File: src/rtl/replay_trace_feeder_if.sv
// Trace record stream between the trace source (master) and replay_trace_feeder (slave).
// A record moves on every clock where rec_valid and rec_ready are both high.
interface replay_trace_feeder_if #(
    parameter int DATA_W = 64
);
    logic              rec_valid;
    logic              rec_ready;
    logic [1:0]        rec_kind;
    logic [DATA_W-1:0] rec_data;

    modport master (output rec_valid, output rec_kind, output rec_data, input rec_ready);
    modport slave  (input rec_valid, input rec_kind, input rec_data, output rec_ready);
endinterface

File: src/rtl/replay_trace_feeder.sv
// Replays recorded POKE/EXPECT/STEP/END records into a DUT and scores its outputs.
// Optional idle-fetch watchdog is enabled by defining REPLAY_WATCHDOG_EN.
module replay_trace_feeder #(
    parameter int DATA_W       = 64,
    parameter int STEP_W       = 32,
    parameter int CYCLE_W      = 64,
    parameter int RESET_CYCLES = 5,
    parameter int WATCHDOG     = 1024
) (
    input  logic                  clock,
    input  logic                  reset,
    replay_trace_feeder_if.slave  rec,
    output logic                  dut_reset,
    output logic                  dut_en,
    output logic [DATA_W-1:0]     poke_data,
    input  logic [DATA_W-1:0]     peek_data,
    output logic [CYCLE_W-1:0]    cycles,
    output logic [15:0]           mismatches,
    output logic [CYCLE_W-1:0]    first_fail_cycle,
    output logic                  exit,
    output logic                  pass,
    output logic                  timeout
);

    typedef enum logic [1:0] {RST_HOLD, FETCH, STEP, DONE} state_t;
    typedef enum logic [1:0] {K_POKE = 2'd0, K_EXPECT = 2'd1, K_STEP = 2'd2, K_END = 2'd3} kind_t;

    localparam int HOLD_W = (RESET_CYCLES > 1) ? $clog2(RESET_CYCLES) : 1;
    localparam logic [HOLD_W-1:0] HOLD_LAST = HOLD_W'(RESET_CYCLES - 1);

    state_t              state;
    state_t              state_nxt;
    logic [HOLD_W-1:0]   hold_cnt;
    logic [STEP_W-1:0]   step_cnt;
    logic [STEP_W-1:0]   step_n;
    kind_t               kind;
    logic                ready;
    logic                hs;
    logic                wd_fire;

    assign kind          = kind_t'(rec.rec_kind);
    assign step_n        = rec.rec_data[STEP_W-1:0];
    assign rec.rec_ready = ready;
    assign hs            = rec.rec_valid & ready;

    always_comb begin
        // NOTE: every output of this block gets a default first so no path leaves it unassigned (no latches).
        state_nxt = state;
        ready     = 1'b0;
        dut_reset = 1'b0;
        dut_en    = 1'b0;
        case (state)
            RST_HOLD: begin
                dut_reset = 1'b1;
                dut_en    = 1'b1;
                if (hold_cnt == HOLD_LAST) state_nxt = FETCH;
            end
            FETCH: begin
                ready = 1'b1;
                if (rec.rec_valid) begin
                    if (kind == K_STEP && step_n != '0) state_nxt = STEP;
                    else if (kind == K_END)             state_nxt = DONE;
                end else if (wd_fire) begin
                    state_nxt = DONE;
                end
            end
            STEP: begin
                dut_en = 1'b1;
                if (step_cnt == STEP_W'(1)) state_nxt = FETCH;
            end
            DONE: ;
            default: state_nxt = RST_HOLD;
        endcase
    end

    always_ff @(posedge clock) begin
        // NOTE: sequential state uses non-blocking assignments so every register samples pre-edge values.
        if (!reset) begin
            state            <= RST_HOLD;
            hold_cnt         <= '0;
            step_cnt         <= '0;
            poke_data        <= '0;
            cycles           <= '0;
            mismatches       <= '0;
            first_fail_cycle <= '1;
            exit             <= 1'b0;
            pass             <= 1'b0;
        end else begin
            state <= state_nxt;
            if (state == RST_HOLD) hold_cnt <= hold_cnt + 1'b1;
            if (state == STEP) begin
                cycles   <= cycles + 1'b1;
                step_cnt <= step_cnt - 1'b1;
            end
            if (hs) begin
                case (kind)
                    K_POKE:   poke_data <= rec.rec_data;
                    K_EXPECT: begin
                        if (rec.rec_data != peek_data) begin
                            // mismatches only leaves zero on the first failure, so it doubles as the first-fail flag
                            if (mismatches == '0)      first_fail_cycle <= cycles;
                            if (mismatches != 16'hFFFF) mismatches      <= mismatches + 1'b1;
                        end
                    end
                    K_STEP:   step_cnt <= step_n;
                    K_END: begin
                        exit <= 1'b1;
                        pass <= (mismatches == '0) && !timeout;
                    end
                    default: ;
                endcase
            end
            if (wd_fire) begin
                exit <= 1'b1;
                pass <= 1'b0;
            end
        end
    end

`ifdef REPLAY_WATCHDOG_EN
    localparam int WD_W = $clog2(WATCHDOG + 1);

    logic [WD_W-1:0] wd_cnt;
    logic            timeout_q;

    assign wd_fire = (state == FETCH) && !rec.rec_valid && (wd_cnt == WD_W'(WATCHDOG - 1));
    assign timeout = timeout_q;

    always_ff @(posedge clock) begin
        if (!reset) begin
            wd_cnt    <= '0;
            timeout_q <= 1'b0;
        end else begin
            if (state == FETCH && !rec.rec_valid) wd_cnt <= wd_cnt + 1'b1;
            else                                  wd_cnt <= '0;
            if (wd_fire) timeout_q <= 1'b1;
        end
    end
`else
    logic unused_watchdog;

    assign unused_watchdog = (WATCHDOG != 0);
    assign wd_fire         = 1'b0;
    assign timeout         = 1'b0;
`endif

endmodule

File: src/flat_wrapper.sv
// flat-port wrapper written by rule: the top's interface ports become plain ports
module replay_trace_feeder_flat 
#(
    parameter int DATA_W       = 64,
    parameter int STEP_W       = 32,
    parameter int CYCLE_W      = 64,
    parameter int RESET_CYCLES = 5,
    parameter int WATCHDOG     = 1024
)
  (clock, reset, dut_reset, dut_en, poke_data, peek_data, cycles, mismatches, first_fail_cycle, exit, pass, timeout, rec_rec_valid, rec_rec_kind, rec_rec_data, rec_rec_ready);
  replay_trace_feeder_if #(.DATA_W(DATA_W)) rec_i ();
  input  logic clock;
  input  logic reset;
  output logic dut_reset;
  output logic dut_en;
  output logic [DATA_W-1:0] poke_data;
  input  logic [DATA_W-1:0] peek_data;
  output logic [CYCLE_W-1:0] cycles;
  output logic [15:0] mismatches;
  output logic [CYCLE_W-1:0] first_fail_cycle;
  output logic exit;
  output logic pass;
  output logic timeout;
  input wire logic [$bits(rec_i.rec_valid)-1:0] rec_rec_valid;
  input wire logic [$bits(rec_i.rec_kind)-1:0] rec_rec_kind;
  input wire logic [$bits(rec_i.rec_data)-1:0] rec_rec_data;
  output wire logic [$bits(rec_i.rec_ready)-1:0] rec_rec_ready;
  assign rec_i.rec_valid = rec_rec_valid;
  assign rec_i.rec_kind = rec_rec_kind;
  assign rec_i.rec_data = rec_rec_data;
  assign rec_rec_ready = rec_i.rec_ready;
  replay_trace_feeder #(.DATA_W(DATA_W), .STEP_W(STEP_W), .CYCLE_W(CYCLE_W), .RESET_CYCLES(RESET_CYCLES), .WATCHDOG(WATCHDOG)) u_core (.clock(clock), .reset(reset), .rec(rec_i), .dut_reset(dut_reset), .dut_en(dut_en), .poke_data(poke_data), .peek_data(peek_data), .cycles(cycles), .mismatches(mismatches), .first_fail_cycle(first_fail_cycle), .exit(exit), .pass(pass), .timeout(timeout));
endmodule
File: config.mk
export PLATFORM = sky130hd
export DESIGN_NAME = replay_trace_feeder_flat
export DESIGN_NICKNAME = d
export VERILOG_FILES = /design/src/rtl/replay_trace_feeder_if.sv /design/src/rtl/replay_trace_feeder.sv /design/src/flat_wrapper.sv
export SDC_FILE = /design/constraint.sdc
export NUM_CORES = 1
export LEC_CHECK = 0
export ABC_AREA = 1
export BUFFER_PORTS_ARGS = -buffer_cell sky130_fd_sc_hd__buf_4
export CAP_MARGIN = 20
export CORE_MARGIN = 2
export CORE_UTILIZATION = 55
export CTS_CLUSTER_DIAMETER = 50
export DETAILED_ROUTE_END_ITERATION = 10
export PLACE_DENSITY_LB_ADDON = 0.2
export SYNTH_ARGS = -nofsm -noshare
export SYNTH_HDL_FRONTEND = slang
export SYNTH_SLANG_ARGS = --single-unit
File: constraint.sdc
create_clock -name clock -period 4.7 [get_ports clock]
set_input_delay 0.705 -clock clock [delete_from_list [all_inputs] [get_ports clock]]
set_output_delay 0.705 -clock clock [all_outputs]
set_load 0.02 [all_outputs]
Word level (Yosys, flattened, before mapping)
Cells that the tools add are included.
{"block": "classes", "muxes": 12, "add_sub_neg": 4, "n_bitwise": 1, "eq_ne": 13, "n_reduce_logical": 12}
{"cell": "two-way mux 32 bit", "count": 3}
{"cell": "adder 64 x 1 -> 64 bit (second input constant)", "count": 1}
{"cell": "inequality test 64 bit", "count": 1}
{"cell": "equality test 32 x 1 -> 1 bit (second input constant)", "count": 1}
{"cell": "nonzero test 32 bit", "count": 1}
{"cell": "subtractor 32 x 1 -> 32 bit (second input constant)", "count": 1}
{"cell": "adder 16 x 1 -> 16 bit (second input constant)", "count": 1}
{"cell": "logical NOT 16 bit", "count": 1}
{"cell": "inequality test 16 bit (second input constant)", "count": 1}
{"cell": "two-way mux 2 bit", "count": 5}
{"cell": "AND reduction 4 bit", "count": 2}
{"cell": "equality test 2 bit (second input constant)", "count": 3}
{"cell": "one-hot mux 2 bit (3 select lines)", "count": 1}
{"cell": "AND reduction 5 bit", "count": 1}
{"cell": "equality test 2 x 1 -> 1 bit (second input constant)", "count": 2}
{"cell": "logical NOT 2 bit", "count": 2}
{"cell": "inequality test 2 x 1 -> 1 bit (second input constant)", "count": 2}
{"cell": "AND reduction 2 bit", "count": 2}
{"cell": "adder 3 x 1 -> 3 bit (second input constant)", "count": 1}
{"cell": "equality test 3 bit (second input constant)", "count": 1}
{"cell": "two-way mux 1 bit", "count": 3}
{"cell": "inequality test 3 x 1 -> 1 bit (second input constant)", "count": 1}
{"cell": "nonzero test 3 bit", "count": 1}
{"cell": "inequality test 2 bit (second input constant)", "count": 1}
{"cell": "3 further kinds", "count": 3}
{"block": "totals", "word_cells": 51, "input_bits": 133, "reg_bits": 247, "output_inout_bits": 214}

Logic depth before layout (Yosys ltp)
Gate-level depths: netlist of the first run.
{"block": "logic_depth", "depth_word": 5, "depth_mapped": 13, "depth_no_buf": 13}

Worst setup path after synthesis of the first run
No wires, ideal clock.
{"block": "synth_path", "path_kind": "in2reg", "startpoint": "input rec_rec_data[17]", "endpoint": "register u_core.first_fail_cycle[54]", "n_path_buf": 2, "stages": 13, "required_ps": 4570, "arrival_ps": 1902, "setup_slack_ps": 2668, "setup_time_ps": 130, "path_cell_list": "inv_1 > nand2_1 > nand2_1 > nor2_1 > nand2_1 > nor2_1 > nand2_1 > nor2_1 > nand2_1 > buf_2 > clkbuf_1 > nand4_1 > nand3_1"}
{"block": "synth_via", "elab_chain_len": 2}
{"item": "from (decl)", "line": "flat_wrapper.sv:26", "text": "input wire logic [$bits(rec_i.rec_data)-1:0] rec_rec_data;"}
{"item": "inequality test 64 bit", "line": "replay_trace_feeder.sv:99", "text": "if (rec.rec_data != peek_data) begin"}
{"item": "AND reduction 4 bit (no line)"}
{"item": "to (signal assigned)", "line": "replay_trace_feeder.sv:101", "text": "if (mismatches == '0) first_fail_cycle <= cycles;"}
{"item": "to (decl)", "line": "replay_trace_feeder.sv:19", "text": "output logic [CYCLE_W-1:0] first_fail_cycle,"}
No other way between the ends.
A chain may end at the register's enable or synchronous reset.

Worst setup path in the final report of the first run
{"block": "layout_path", "startpoint": "register u_core.state[0]", "endpoint": "register u_core.step_cnt[2]"}
{"block": "layout_via", "elab_chain_len": 4, "word_cells_on_any_way": 7, "classes_between": "2 x eq/ne; 4 x mux; 1 x bitwise"}
{"item": "from (decl)", "line": "replay_trace_feeder.sv:31", "text": "state_t state;"}
{"item": "from (signal assigned)", "line": "replay_trace_feeder.sv:89", "text": "state <= state_nxt;"}
{"item": "equality test 2 bit or equality test 2 x 1 -> 1 bit (tied branches)", "line": "replay_trace_feeder.sv:91, replay_trace_feeder.sv:52"}
{"item": "two-way mux 32 bit or two-way mux 1 bit (tied branches)", "line": "replay_trace_feeder.sv:91, replay_trace_feeder.sv:52"}
{"item": "two-way mux 32 bit or bitwise AND 1 bit (tied branches)", "line": "replay_trace_feeder.sv:96, replay_trace_feeder.sv:44"}
{"item": "two-way mux 32 bit (*)", "line": "replay_trace_feeder.sv:95", "text": "if (hs) begin"}
{"item": "to (signal assigned)", "line": "replay_trace_feeder.sv:93", "text": "step_cnt <= step_cnt - 1'b1;"}
{"item": "to (signal assigned)", "line": "replay_trace_feeder.sv:105", "text": "K_STEP: step_cnt <= step_n;"}
{"item": "to (decl)", "line": "replay_trace_feeder.sv:34", "text": "logic [STEP_W-1:0] step_cnt;"}
Mark *: on every way between the ends. The rest lies on a longest branch, timed or not.

==> results of run 1 <==
-- routing by layer --
metal / global-route usage / wire length, um / vias up / share of wire
met5: 0 / 0 / - / 0
met4: 0.145 / 1970 / 0 / 0.045
met3: 0.0846 / 3510 / 125 / 0.079
met2: 0.585 / 21400 / 562 / 0.48
met1: 0.399 / 17300 / 6515 / 0.39
li1: - / - / 7072 / -
-- final timing paths --
| path | to | startpoint | cells after the start | slack [ns] |
|---|---|---|---|---|
| setup / recovery | u_core.step_cnt[2] | u_core.state[0] | 9 | 1.21 |
| hold / removal | u_core.poke_data[41] | rec_rec_data[41] | 3 | 0.44 |
| setup reg to reg | u_core.step_cnt[2] | u_core.state[0] | 9 | 1.21 |
| hold reg to reg | u_core.first_fail_cycle[57] | u_core.first_fail_cycle[57] | 2 | 0.46 |
-- per-stage QoR --
step | setup slack, ns | cell area, um2 | utilization
6_report | 1.21 | 17000 | 0.728
5_1_grt | 0.852 | 17000 | 0.728
4_1_cts | 1.29 | 17000 | 0.727
3_5_place_dp | 1.13 | 15800 | 0.677
3_3_place_gp | 1.26 | 15800 | 0.677
2_1_floorplan | 2.67 | 13100 | -
-- synthesized netlist by cell type (all sizes together), types with 6 or more instances --
cell / n
clkbuf: 55
nand3: 138
nor3b: 10
nand2: 452
buf: 31
xor2: 51
a31oi: 6
nor3: 53
xnor2: 14
nand4: 114
nand3b: 7
dfxtp: 247
inv: 269
o21ai: 127
a21oi: 135
ha: 7
nor2: 257
-- layout make-up --
class | count | area, um2
multi-input cells | 1390 | 6790
fillers | 2032 | 6370
flip-flops and latches | 247 | 4940
repair buffers | 358 | 2720
inverters | 269 | 1010
clock buffers | 45 | 996
well taps | 319 | 399
clock inverters | 16 | 170
diodes | 1 | 2.50
-- kinds of logic (layout without fill, tap and decap cells) --
family / after synthesis / count (layout) / share of synthesized area
simple gates: 1041 / 1041 / 0.358
buf+inv: 355 / 688 / 0.106
compound gates: 276 / 276 / 0.108
fa+ha+maj: 7 / 7 / 0.00668
other cells: 1 / 2 / 0.000286
xor+xnor: 65 / 65 / 0.0434
flops: 247 / 247 / 0.377
-- state kept, by name (all words and copies together), names as in the netlist --
| register | cells |
|---|---|
| u_core.hold_cnt | 3 |
| u_core.exit | 1 |
| u_core.mismatches | 16 |
| u_core.first_fail_cycle | 64 |
| u_core.cycles | 64 |
| u_core.state | 2 |
| u_core.poke_data | 64 |
| u_core.step_cnt | 32 |
| u_core.pass | 1 |
-- worst max-delay path, stage by stage, from the launching register on --
cell and delay (ns):
dfxtp_1 0.41, inv_2 0.10, nor2_4 0.12, inv_2 0.08, nor2_4 0.57, nand2_1 0.56
inv_1 0.78, buf_4 0.38, a31oi_1 0.07, a221oi_1 0.30
-- power groups by stage --
stage               combinational (mW)  clock, mW  sequential (mW)
floorplan                        0.595          0             2.37
global placement                  1.01          0             2.31
detailed placement                1.03          0             2.32
CTS                               1.04       2.66             2.27
global route                      1.16       2.75             2.29
finish                            1.05       2.65             2.28
==> results.tsv, run 1 <==
stage	metric	value	unit
timing	whs	0.436	ns
cells_and_area	fin_cells	2645	
cells_and_area	drive_above_1_share	0.198	
detailed_routing	wire_per_inst	16.7	um
pwr	p_int	4.20	mW
pwr	combPwrFrac	0.175	
detailed_routing	drc	0	
pwr	sequentialPowerShare	0.381	
synthesis	syn_area_per_cell	6.58	um2
synthesis	syn_area	0.0131	mm2
worst_setup_path	crit_arrival	3.90	ns
pwr	power.share.clock	0.444	
floorplanning	start_util	0.560	
clock_tree	clk_pin_slew_worst_paths	0.06	ns
place	hpwl	32400	um
clock_tree	h-tree-depth	2	
detailed_routing	firstDrtPassIters	7	
cells_and_area	layout_common_cells	nand2_1, buf_4, inv_1	
pwr	p_leak	8.17	nW
timing	worst_pin_slew	1.05	ns
clock_tree	cts_tree	done	
floorplanning	die_y	158	um
synthesis	syn-num-nets	2132	
pwr	power.density	351	mW/mm2
synthesis	synth_area_leader_cell	dfxtp_1	
cells_and_area	synthToLayoutAreaGrowth	30.0	%
synthesis	synthCells	1992	
detailed_routing	drtAntennaViolNets	0	
synthesis	netlist-cell-type-count	41	
pwr	p_switching	1.78	mW
clock_tree	root_buffer	clkbuf_16	
timing	fin_worst_skew	0.0195	ns
detailed_routing	routed_wl	44200	um
global_routing	grt_pass1_vias	13192	
clock_tree	clkLatencyLatePin	0.51	ns
global_routing	grt.total_usage	0.338	
floorplanning	die_w	158	um
timing	setup_viol	0	
global_routing	grt_pass1_wl	67300	um
place	dp_cells	2582	
timing	hold_viol_final	0	
worst_setup_path	cp-start-kind	flip-flop	
hold_path	hp-class	in2reg	
floorplanning	ioPinCount	347	
synthesis	yosysSeqAreaShare	0.377	
worst_setup_path	end_kind	flip-flop	
floorplanning	die_area	0.0251	mm2
pwr	peakVddDrop	0.233	mV
detailed_routing	vias	14274	
place	finalWeightedCongestion	0.942	
clock_tree	clkSinkCount	247	
timing	min_period	3.49	ns
synthesis	synth_seq_cells	247	
timing	tns	0	ns
global_routing	antenna_found_initial	1	
timing	max_slew_margin	0.300	
run_status	status	finished, final reports clean	
timing	rsz0062_at_grt	no	
timing	slew_viol_final	0	
worst_setup_path	crit_required	5.11	ns
synthesis	synth_warnings	0	
timing	fin_crit_sh	0.742	
worst_setup_path	critPathKind	reg2reg	
timing	max_freq	287	MHz
floorplanning	fp.coreArea	0.0234	mm2
flow_run	drv_cap	0	
pwr	p_total	5.98	mW
pwr	swShare	0.298	
clock_tree	cts-buffers-inserted	34	
place	portBuffers	345	
synthesis	synthArstFlopShare	0	
clock_tree	post-cts-setup-buffers	0	
clock_tree	postCtsHoldBufs	0	
floorplanning	rows	56	
synthesis	synth_top_flop_cell	dfxtp_1	
clock_tree	cts_resized	0	
worst_setup_path	crit_fanout	29	
clock_tree	clock_path_buffers	3	
global_routing	gr-total-overflow	0	
synthesis	synth-edff-count	0	
cells_and_area	mostFrequentLayoutCell	nand2_1	
cells_and_area	fin_nets	2440	
detailed_routing	vias_per_cell	5.40	
synthesis	netlist_top_cells_area	dfxtp_1, nand2_1, inv_1	
detailed_routing	drt-initial-drc-count	1069	
synthesis	yosysTopAreaCellShare	0.377	
global_routing	grt_start_max_net_pins	120	
Note: power is estimated with default switching activity, not from simulation.
==> inputs of run 2 (changes only) <==
--- a/config.mk
+++ b/config.mk
@@ -9,7 +9,7 @@
 export BUFFER_PORTS_ARGS = -buffer_cell sky130_fd_sc_hd__buf_4
 export CAP_MARGIN = 20
 export CORE_MARGIN = 2
-export CORE_UTILIZATION = 55
+export CORE_UTILIZATION = 48
 export CTS_CLUSTER_DIAMETER = 50
 export DETAILED_ROUTE_END_ITERATION = 10
 export PLACE_DENSITY_LB_ADDON = 0.2
==> constraint.sdc (replaced) <==
create_clock -name clock -period 3.2 [get_ports clock]
set_input_delay 0.48 -clock clock [delete_from_list [all_inputs] [get_ports clock]]
set_output_delay 0.48 -clock clock [all_outputs]
set_load 0.02 [all_outputs]
==> run 2 against run 1 <==
Against the previous run: worst setup slack got worse by 0.51 ns; register-to-register slack lost 0.51 ns; via count is 0.16% higher; maximum frequency grew 39%; flip-flop and latch count unchanged; clock skew is 0.0020 ns higher; cell count increased by 0.95%; sequential share of layout area is 0.13 points lower; critical path depth grew 2; critical path type unchanged; clock-buffer cell count fell by 4; combinational power increased by 45%; first-iteration DRC count is 8.1% lower.
==> results.tsv, run 2 (synthesis results as in run 1) <==
stage	metric	value	unit
run_status	status	finished, final reports clean	
detailed_routing	drc	0	
pwr	peakVddDrop	0.334	mV
timing	max_slew_margin	0.352	
hold_path	holdCritStartpoint	rec_rec_data[53]	
timing	hold_viol_final	0	
detailed_routing	routed_wl	43600	um
floorplanning	die_y	169	um
floorplanning	fp.coreArea	0.0269	mm2
cells_and_area	fillers	2443	
detailed_routing	vias_per_cell	5.35	
global_routing	antenna_found_initial	1	
worst_setup_path	rr_startpoint	u_core.state[0]	
timing	tns	0	ns
worst_setup_path	end_kind	flip-flop	
global_routing	grt.total_usage	0.293	
clock_tree	cts_tree	done	
hold_path	hp-class	in2reg	
detailed_routing	drtAntennaViolNets	0	
floorplanning	rows	60	
clock_tree	root_buffer	clkbuf_16	
pwr	power.density	518	mW/mm2
timing	min_period	2.50	ns
detailed_routing	firstDrtPassIters	5	
floorplanning	die_w	169	um
detailed_routing	wire_per_inst	16.3	um
worst_setup_path	crit_family	buffers and inverters	
hold_path	hold_path_depth	3	
worst_setup_path	crit_required	3.60	ns
timing	fin_crit_sh	0.782	
cells_and_area	reg_top3	u_core.cycles: 64 flops, u_core.first_fail_cycle: 64 flops, u_core.poke_data: 64 flops	
clock_tree	clkLatencyLatePin	0.51	ns
hold_path	min_to	u_core.poke_data[53]	
clock_tree	clk_pin_slew_worst_paths	0.06	ns
worst_setup_path	critical_path_depth	11	
worst_setup_path	r2r_slack	0.70	ns
worst_setup_path	cp-start-kind	flip-flop	
clock_tree	postCtsHoldBufs	0	
global_routing	grt_pass1_wl	68000	um
cells_and_area	drive_above_1_share	0.200	
worst_setup_path	crit_fanout	23	
global_routing	grt_start_max_net_pins	169	
cells_and_area	multi_input_comb_area	0.00679	mm2
cells_and_area	regArea	0.00494	mm2
clock_tree	clock_path_buffers	3	
worst_setup_path	crit_arrival	2.91	ns
detailed_routing	vias	14297	
timing	slew_viol_final	0	
cells_and_area	final_util	0.637	
timing	max_freq	399	MHz
global_routing	grt_pass1_vias	13400	
clock_tree	post-cts-setup-buffers	0	
worst_setup_path	reg2reg_depth	11	
cells_and_area	layout_common_cells	nand2_1, buf_4, inv_1	
cells_and_area	mostFrequentLayoutCell	nand2_1	
worst_setup_path	max_stage_delay	0.43	ns
clock_tree	cts-buffers-inserted	35	
floorplanning	die_area	0.0286	mm2
worst_setup_path	path_cells	inv_2, nor2_4, inv_2, nor2_4, nand2_1, buf_4, inv_1, buf_4, a21oi_1, o21ai_0, inv_1	
timing	rsz0062_at_grt	no	
flow_run	drv_cap	0	
cells_and_area	antenna_cells	0	
worst_setup_path	slowest_stage	dfxtp_1	
timing	setup_viol	0	
cells_and_area	fin_nets	2445	
pwr	p_leak	8.20	nW
global_routing	gr-total-overflow	0	
floorplanning	ioPinCount	347	
clock_tree	clkSinkCount	247	
detailed_routing	drt-initial-drc-count	982	
cells_and_area	synthToLayoutAreaGrowth	30.6	%
clock_tree	cts_resized	0	
worst_setup_path	timing.rr.end	u_core.step_cnt[31]	
clock_tree	h-tree-depth	2	
place	finalWeightedCongestion	0.924	
timing	fin_worst_skew	0.0215	ns
timing	worst_pin_slew	0.972	ns
place	portBuffers	345	
worst_setup_path	critPathKind	reg2reg	
worst_setup_path	path_buf_inv	6	
floorplanning	start_util	0.488	
place	hpwl	32300	um
==> run 2: cell types whose count changed in the layout (fill, tap and decap cells not counted), sizes merged <==
cell      delta
clkinvlp     -1
clkbuf       -4
diode        -1
bufinv       +2
buf          +4
inv          -1
clkinv       +4
==> run 2: power by group <==
group	internal (mW)	switching, mW	leakage [nW]	total, mW
clock network	2.48	1.51	0.587	4.00
registers	3.23	0.115	2.00	3.34
logic	0.552	0.966	5.62	1.52
total	6.26	2.60	8.20	8.86
==> run 2: worst max path at each step <==
stage                                start                          end  slack, ns
after floorplan           u_core.cycles[0]            u_core.cycles[52]       1.20
after global placement    rec_rec_data[19]  u_core.first_fail_cycle[51]       0.59
after detailed placement  rec_rec_data[20]  u_core.first_fail_cycle[59]       0.53
after CTS                  u_core.state[0]          u_core.step_cnt[31]       0.69
after global routing       u_core.state[0]          u_core.step_cnt[31]       0.49
final                      u_core.state[0]          u_core.step_cnt[31]       0.70
==> run 2: per-layer routing <==
layer / vias up / track usage / routed length, um
met5: - / 0 / 16
met3: 104 / 0.0700 / 3330
li1: 7083 / - / -
met1: 6598 / 0.352 / 17500
met4: 2 / 0.131 / 1840
met2: 510 / 0.500 / 20900
==> run 2: area by class of cell <==
class,instances,area share
Clock buffer,41,0.0556
Tap cell,341,0.0249
Timing Repair Buffer,362,0.160
Clock inverter,20,0.0144
Sequential cell,247,0.289
Inverter,269,0.0590
Multi-Input combinational cell,1390,0.397
==> run 2: tightest hold or removal path: cells and delay by family <==
| kind | cells | cell delay, ns |
|---|---|---|
| buffers and inverters | 1 | 0.09 |
| AND/OR/NAND/NOR | 2 | 0.12 |
==> run 2: per-stage QoR <==
stage	cell area [um2]	hold WS, ns	setup slack, ns	power (mW)	instances
after floorplan	13100	0.451	1.20	4.35	1992
after global placement	15900	0.440	0.587	4.88	2609
after detailed placement	15900	0.445	0.529	4.91	2609
after CTS	17100	0.211	0.691	8.91	2670
after global routing	17100	0.230	0.486	9.23	2670
final	17100	0.230	0.696	8.86	2670
==> inputs of run 3 (changes only) <==
--- a/config.mk
+++ b/config.mk
@@ -5,11 +5,11 @@
 export SDC_FILE = /design/constraint.sdc
 export NUM_CORES = 1
 export LEC_CHECK = 0
-export ABC_AREA = 1
+export ABC_AREA = 0
 export BUFFER_PORTS_ARGS = -buffer_cell sky130_fd_sc_hd__buf_4
 export CAP_MARGIN = 20
 export CORE_MARGIN = 2
-export CORE_UTILIZATION = 48
+export CORE_UTILIZATION = 47
 export CTS_CLUSTER_DIAMETER = 50
 export DETAILED_ROUTE_END_ITERATION = 10
 export PLACE_DENSITY_LB_ADDON = 0.2
==> constraint.sdc (replaced) <==
create_clock -name clock -period 2.15 [get_ports clock]
set_input_delay 0.3225 -clock clock [delete_from_list [all_inputs] [get_ports clock]]
set_output_delay 0.3225 -clock clock [all_outputs]
set_load 0.02 [all_outputs]
==> run 3 against run 2 <==
Against the previous run: routed wire length fell by 15%; critical path type unchanged; worst setup slack got worse by 0.62 ns; sequential power rose by 41%; die area fell by 11%; global-route usage fell by 1.8 points; utilization rose by 6.0 points; clock skew fell by 0.013 ns; first-iteration DRC count fell by 29%.
==> results.tsv, run 3 <==
stage	metric	value	unit
run_status	status	finished, final reports clean	
synthesis	syn_area	0.0113	mm2
detailed_routing	routed_wl	37000	um
synthesis	synth_top_family_by_area	simple AND/OR/NAND/NOR gates	
timing	worst_pin_slew	0.638	ns
clock_tree	root_buffer	clkbuf_16	
cells_and_area	mostFrequentLayoutCell	buf_4	
worst_setup_path	cp-start-kind	flip-flop	
worst_setup_path	path_cells	or4_4, nor4_4, nand3_2, buf_4, buf_4, xor2_1, a21oi_1	
worst_setup_path	slowest_stage	or4_4	
pwr	power.density	668	mW/mm2
synthesis	synth_warnings	0	
detailed_routing	vias_per_cell	5.30	
clock_tree	clkLatencyLatePin	0.55	ns
flow_run	drv_cap	0	
global_routing	grt.total_usage	0.275	
worst_setup_path	crit_fanout	6	
clock_tree	clkSinkCount	247	
cells_and_area	layout_common_cells	buf_4, dfxtp_1, nor2_1	
place	hpwl	27400	um
cells_and_area	synthToLayoutAreaGrowth	45.0	%
synthesis	synth-compound-area-share	0.0882	
detailed_routing	wire_per_inst	17.3	um
synthesis	synth_simple_gate_area_frac	0.262	
global_routing	gr-total-overflow	0	
worst_setup_path	critPathKind	reg2reg	
global_routing	antenna_found_initial	2	
floorplanning	start_util	0.481	
worst_setup_path	cp_common_cell	buf_4	
floorplanning	die_y	159	um
clock_tree	h-tree-depth	1	
cells_and_area	fillers	1931	
synthesis	synth_xor_area_frac	0.102	
detailed_routing	drt-initial-drc-count	694	
place	finalWeightedCongestion	0.925	
synthesis	synth_fa_ha_area_frac	0.00774	
worst_setup_path	crit_arrival	2.56	ns
timing	max_freq	481	MHz
timing	fin_worst_skew	0.00884	ns
cells_and_area	final_util	0.697	
floorplanning	die_area	0.0253	mm2
synthesis	yosys-top-cells-count	dfxtp_1, nor2_1, nand2_1, a21oi_1, xor2_1	
synthesis	yosysSeqAreaShare	0.437	
worst_setup_path	max_stage_delay	0.60	ns
synthesis	synth-edff-count	0	
synthesis	synth_seq_cells	247	
pwr	peakVddDrop	0.658	mV
clock_tree	clk_pin_slew_worst_paths	0.06	ns
synthesis	synth.most_common_cell	dfxtp_1	
global_routing	grt_pass1_wl	57200	um
pwr	p_leak	6.67	nW
floorplanning	fp.coreArea	0.0235	mm2
synthesis	netlist_top_cells_area	dfxtp_1, xor2_1, nor2_1	
detailed_routing	firstDrtPassIters	6	
timing	hold_viol_final	0	
global_routing	grt_start_max_net_pins	106	
place	dpl_cell_area	0.0152	mm2
synthesis	synthArstFlopShare	0	
timing	slew_viol_final	0	
synthesis	synth_area_leader_cell	dfxtp_1	
timing	max_slew_margin	0.575	
synthesis	muxShareOfSynthArea	0.0652	
synthesis	syn-num-nets	1498	
cells_and_area	stdcell_area	0.0164	mm2
detailed_routing	drtAntennaViolNets	0	
floorplanning	die_w	159	um
cells_and_area	fin_nets	1938	
timing	whs	0.0392	ns
timing	setup_viol	0	
timing	rsz0062_at_grt	yes	
worst_setup_path	end_kind	flip-flop	
global_routing	grt_pass1_vias	10850	
synthesis	yosysTopAreaCellShare	0.437	
cells_and_area	reg_top3	u_core.cycles: 64 flops, u_core.first_fail_cycle: 64 flops, u_core.poke_data: 64 flops	
timing	min_period	2.08	ns
pwr	p_total	11.0	mW
detailed_routing	drc	0	
worst_setup_path	crit_required	2.63	ns
synthesis	synth_top_flop_cell	dfxtp_1	
floorplanning	rows	56	
synthesis	synthCells	1358	
synthesis	netlist-cell-type-count	51	
place	portBuffers	345	
clock_tree	cts_tree	done	
synthesis	syn_area_per_cell	8.34	um2
clock_tree	cts-buffers-inserted	31	
hold_path	hp-class	in2reg	
floorplanning	ioPinCount	347	
detailed_routing	vias	11348	
clock_tree	clock_path_buffers	3	
timing	fin_crit_sh	0.966	
cells_and_area	drive_above_1_share	0.345	
run 3: cell count changes after synthesis, moves of 34 or more:
cell	change
nor2_1	-44
o21ai_0	-52
nand3_1	-98
inv_1	-240
mux2i_1	+67
nand4_1	-87
nand2_1	-269
nor4_1	+37
xor2_1	+39
o21ai_1	-34
run 3: path summary, 6_finish.rpt:
kind | start | end | slack [ns] | cells past startpoint
worst min-delay path | rec_rec_data[53] | u_core.poke_data[53] | 0.04 | 3
worst max register to register | u_core.step_cnt[5] | u_core.step_cnt[18] | 0.07 | 7
worst min register to register | u_core.poke_data[55] | u_core.poke_data[55] | 0.45 | 2
worst max-delay path | u_core.step_cnt[5] | u_core.step_cnt[18] | 0.07 | 7
run 3: where the power goes:
| group | switching (mW) | total [mW] | leakage, nW | internal (mW) |
|---|---|---|---|---|
| clock network | 2.07 | 5.11 | 0.491 | 3.03 |
| registers | 0.0642 | 4.72 | 2.02 | 4.65 |
| logic | 0.611 | 1.14 | 4.16 | 0.527 |
| total | 2.75 | 11.0 | 6.67 | 8.21 |
run 3: worst max-delay path: cells and delay by family, from the launching register on:
| kind | cells | cell delay [ns] |
|---|---|---|
| AOI/OAI and AO/OA | 1 | 0.13 |
| xor gates and xnor gates | 1 | 0.13 |
| buffers and inverters | 2 | 0.29 |
| DFF | 1 | 0.31 |
| and+or+nand+nor | 3 | 1.14 |
run 3: logic make-up (layout without fill, tap and decap cells):
| kind of cell | count (synthesis) | after routing |
|---|---|---|
| and+or+nand+nor | 613 | 613 |
| DFF | 247 | 247 |
| AOI/OAI and AO/OA | 181 | 181 |
| xor gates and xnor gates | 132 | 132 |
| buffers and inverters | 104 | 568 |
| muxes | 73 | 73 |
| adders and majority gates | 7 | 7 |
| other | 1 | 3 |
run 3: what timing repair did:
action,in CTS,in global routing
endpoints found under the setup margin,1,79
gates resized for setup,1,20
setup buffers,0,8
pin swaps,1,23
gates cloned,0,1
hold buffers,0,0
run 3: metal layers:
| metal | share of wire | GRT usage | vias to the layer above |
|---|---|---|---|
| met4 | 0.042 | 0.124 | 0 |
| met5 | 0 | 0 | - |
| met2 | 0.50 | 0.492 | 416 |
| met3 | 0.077 | 0.0610 | 92 |
| met1 | 0.38 | 0.315 | 5308 |
| li1 | - | - | 5532 |
run 3: through the flow:
step / TNS [ns] / cells / setup slack, ns
floorplan: 0 / 1358 / 0.00867
global placement: -12.04 / 2075 / -0.171
detailed placement: -12.62 / 2075 / -0.190
CTS: 0 / 2132 / 0.0167
global route: -0.0963 / 2143 / -0.0466
finish: 0 / 2143 / 0.0731
run 3: area by class of cell:
type	count	area, um2	share of cell area
multi-input cells	1007	6090	0.371
flip-flops and latches	247	5010	0.305
repair buffers	490	3800	0.231
clock buffers	40	882	0.0537
well taps	319	399	0.0243
clock inverters	17	146	0.00892
inverters	21	86.3	0.00526
diodes	2	5.00	0.000305
